--- src/rtl/fifo_queue.sv ---
// First-word-fall-through FIFO buffering words captured from the latch_d stage.
// Optional feature macro: FIFO_OVERFLOW_COUNT_EN adds a saturating dropped-push counter.
module fifo_queue #(
  parameter int WIDTH = 8,
  parameter int DEPTH = 4
) (
  input  logic                     clk,
  input  logic                     reset,
  input  logic [WIDTH-1:0]         in,
  input  logic                     push,
  input  logic                     pop,
  output logic [WIDTH-1:0]         out,
  output logic                     empty,
  output logic                     full,
`ifdef FIFO_OVERFLOW_COUNT_EN
  output logic [$clog2(DEPTH):0]   count,
  output logic [7:0]               overflow_count
`else
  output logic [$clog2(DEPTH):0]   count
`endif
);

  localparam int PTR_W = $clog2(DEPTH);
  localparam int CNT_W = PTR_W + 1;
  localparam logic [CNT_W-1:0] FULL_COUNT = CNT_W'(DEPTH);

  logic [WIDTH-1:0] mem [DEPTH];
  logic [PTR_W-1:0] wr_ptr;
  logic [PTR_W-1:0] rd_ptr;
  logic [CNT_W-1:0] count_q;
  logic             do_push;
  logic             do_pop;
  logic             drop;

  assign empty = (count_q == '0);
  assign full  = (count_q == FULL_COUNT);
  assign count = count_q;
  assign out   = mem[rd_ptr];

  // A full queue still accepts a push when a pop frees the head slot on the same edge.
  assign do_pop  = pop && !empty;
  assign do_push = push && (!full || do_pop);
  assign drop    = push && !do_push;

  always_ff @(posedge clk or posedge reset) begin
    if (reset) begin
      for (int i = 0; i < DEPTH; i++) begin
        mem[i] <= '0;
      end
    end else if (do_push) begin
      mem[wr_ptr] <= in;
    end
  end

  always_ff @(posedge clk or posedge reset) begin
    if (reset) begin
      wr_ptr  <= '0;
      rd_ptr  <= '0;
      count_q <= '0;
    end else begin
      if (do_push) begin
        wr_ptr <= wr_ptr + PTR_W'(1);
      end
      if (do_pop) begin
        rd_ptr <= rd_ptr + PTR_W'(1);
      end
      if (do_push && !do_pop) begin
        count_q <= count_q + CNT_W'(1);
      end else if (do_pop && !do_push) begin
        count_q <= count_q - CNT_W'(1);
      end
    end
  end

`ifdef FIFO_OVERFLOW_COUNT_EN
  // Saturates so a long stall cannot wrap back to a misleading small value.
  always_ff @(posedge clk or posedge reset) begin
    if (reset) begin
      overflow_count <= '0;
    end else if (drop && (overflow_count != 8'hFF)) begin
      overflow_count <= overflow_count + 8'd1;
    end
  end
`else
  logic unused_drop;
  assign unused_drop = drop;
`endif

endmodule
--- config.mk ---
export PLATFORM = sky130hd
export DESIGN_NAME = fifo_queue
export DESIGN_NICKNAME = d
export VERILOG_FILES = /design/src/rtl/fifo_queue.sv
export SDC_FILE = /design/constraint.sdc
export NUM_CORES = 1
export LEC_CHECK = 0
export BUFFER_PORTS_ARGS = -buffer_cell sky130_fd_sc_hd__buf_2
export CAP_MARGIN = 20
export CORE_MARGIN = 8
export CORE_UTILIZATION = 51
export CTS_CLUSTER_SIZE = 12
export DETAILED_ROUTE_END_ITERATION = 10
export PLACE_DENSITY = 0.75
export SYNTH_ARGS = -nofsm -noshare
export SYNTH_HDL_FRONTEND = slang
export SYNTH_SLANG_ARGS = --single-unit
--- constraint.sdc ---
create_clock -name clk -period 3.93 [get_ports clk]
set_input_delay 0.786 -clock clk [delete_from_list [all_inputs] [get_ports clk]]
set_output_delay 0.786 -clock clk [all_outputs]
set_load 0.005 [all_outputs]
==> impl_metrics.tcl <==
set metrics [dict create \
    status "finished clean" \
    cts_buffer_depth 2 \
    cp.arrival_ps 1850 \
    grt_pass1_wl_um 5380 \
    die_width_um 75.4 \
    ctsResizeCount 0 \
    pwr-share-comb_pct 39.4 \
    busiest_layer "met2" \
    setup_viol 0 \
    cts_hold_buf 0 \
    syn_to_final_growth_pct 14.6 \
    worstPathRequired_ps 3140 \
    finalNonFillerCells 191 \
    grtUsageMet3_pct 4.61 \
    p_switching_uw 550 \
    min_period_ps 2630 \
    core_sq_um 3360 \
    fin_area_sq_um 2060 \
    antenna_left 0 \
    vias_per_cell 5.39 \
    postPlaceCellArea_sq_um 1970 \
    syn_inst 114 \
    crit_fanout 10 \
    tns_ps 0 \
    rsz0062_at_grt "false" \
    skew_ps 10.5 \
    synth_edf_count 0 \
    synthTopCellsByArea "dfrtp_1 (54%), mux2_2 (21%), mux4_2 (10%)" \
    clkTransAtPathRegs_ps 110 \
    synth_commonest_cells "dfrtp_1 (39), mux2_2 (34), mux4_2 (8)" \
    cts_tree "yes" \
    drt_iter0_markers 51 \
    avgSynthCellArea_sq_um 15.8 \
    cts_sinks 39 \
    worstSetupEndpointType "output port" \
    use_met2_pct 20.7 \
    yosys.area.top_type_share_pct 54.3 \
    cp-start-kind "flop" \
    clk_latency_ps 350 \
    grt.overflow.total 0 \
    grt.met1_usage_pct 15.4 \
    rows 21 \
    async_flop_share_pct 100 \
    vias 1030 \
    first_pass_iters 2 \
    drive_gt1_share_pct 55.2 \
    fmax_mhz 380 \
    routed_wl_um 3290 \
    nets 162 \
    ys_seq_elements 39 \
    grt_pass1_vias 1129 \
    synthFlopType "dfrtp_1" \
    start_util_pct 53.5 \
    critPathMaxStageDelay_ps 760 \
    cts_buffers 5 \
    drv_cap 0 \
    post_cts_buffers 0 \
    fin_crit_sh_pct 67.0 \
    syn_nets 132 \
    grt_usage_pct 13.0 \
    slowest_stage "dfrtp_1" \
    nFillCells 280 \
    ys_seq_area_share_pct 54.3 \
    worstPathCellList "mux4_2 > buf_2" \
    synth.most_common_cell "dfrtp_1" \
    syn-cell-area_sq_um 1800 \
    p_leak_nw 0.912 \
    synth_top_area_cell "dfrtp_1" \
    critPathKind "flop to output port" \
    dp.cells 183 \
    cts_htree_levels 2 \
    dp_hpwl_um 2280 \
    p_sw_share_pct 31.3 \
    grt_max_degree 40 \
    die_y_um 75.4 \
    finalMaxSlewViolations 0 \
    gp_congestion 0.690 \
    yosys_warnings 0 \
    power_density_nw_per_um2 853 \
    diodes 0 \
    finalHoldViolCount 0 \
    wl_per_cell_um 17.2 \
    min_path_type "flop to flop" \
    route.detailed.drc 0 \
    p_seq_share_pct 44.3 \
    internal_power_mw 1.21 \
    cts-root-buf "clkbuf_4" \
    placement.io_buffers 24 \
    pwr-share-clk_pct 16.2 \
    slew_headroom_pct 58.3 \
    grt_antenna_before_repair 0 \
    io_pins 25 \
    synth_cell_type_count 19 \
    ir_drop_mv 0.402 \
    die-area_sq_um 5680 \
    worst_pin_slew_ps 626 \
    p_total_mw 1.76 \
]
==> power groups by stage <==
stage / clock network, mW / logic, mW / registers [mW]
2_1_floorplan: 0 / 0.556 / 0.708
3_3_place_gp: 0 / 0.681 / 0.774
3_5_place_dp: 0 / 0.708 / 0.793
4_1_cts: 0.292 / 0.710 / 0.782
5_1_grt: 0.310 / 0.757 / 0.812
6_report: 0.285 / 0.693 / 0.779
==> critical path, delay by kind of cell, from the launching register on <==
kind | cells | cell delay [ps]
multiplexers | 1 | 590
buffers and inverters | 1 | 140
flip-flops | 1 | 760
==> worst paths after layout <==
path,slack [ps],endpoint,depth (start not counted),from
worst max-delay path,1300,out[4],2,rd_ptr[0]
worst min-delay path,510,mem[12],1,mem[12]
worst max register to register,1690,count[1],6,count[0]
worst min register to register,510,mem[12],1,mem[12]
max in group asynchronous,3050,mem[25],3,reset
min in group asynchronous,530,mem[16],3,reset
==> layout by cell type (no fill, tap or decap), types with 2 or more instances in the layout <==
master / count
mux2_2: 34
nand2_1: 4
inv_1: 4
ha_1: 5
xor2_1: 2
mux4_2: 8
nor2_2: 4
clkbuf_4: 5
dfrtp_1: 39
buf_2: 24
xnor2_1: 4
==> layer usage <==
metal,up-vias,routed length [um]
met5,-,0
met4,0,68
met2,22,1650
met1,533,1390
met3,7,172
li1,468,-
==> cell families after synthesis <==
kind of cell               count (synthesis)  share of synthesized area (%)
adders and majority gates                  6                           4.59
buffers and inverters                      6                           1.32
and+or+nand+nor                           15                           5.57
xor gates and xnor gates                   6                           2.92
muxes                                     42                           31.3
DFF                                       39                           54.3
==> registers in the layout, summed over array words and instances, names as in the netlist <==
| name | count |
|---|---|
| wr_ptr | 2 |
| mem | 32 |
| count | 3 |
| rd_ptr | 2 |
==> cell type report <==
| class | instances | area, sq um | area share, % |
|---|---|---|---|
| Clock inverter | 2 | 35.0 | 1.70 |
| Multi-Input combinational cell | 69 | 798 | 38.7 |
| Timing Repair Buffer | 25 | 128 | 6.19 |
| Clock buffer | 6 | 51.3 | 2.49 |
| Sequential cell | 39 | 976 | 47.4 |
| Inverter | 4 | 15.0 | 0.729 |
| Tap cell | 46 | 57.6 | 2.79 |
==> metrics by stage <==
| step | hold slack, ps | utilization (%) | setup WS, ps |
|---|---|---|---|
| final | 511 | 61.3 | 1300 |
| after CTS | 518 | 61.3 | 1250 |
| after global routing | 532 | 61.3 | 1170 |
| after global placement | 484 | 58.7 | 1380 |
| after detailed placement | 493 | 58.7 | 1330 |
| after floorplan | 475 | - | 1570 |
(Power assumes the default switching activity.)
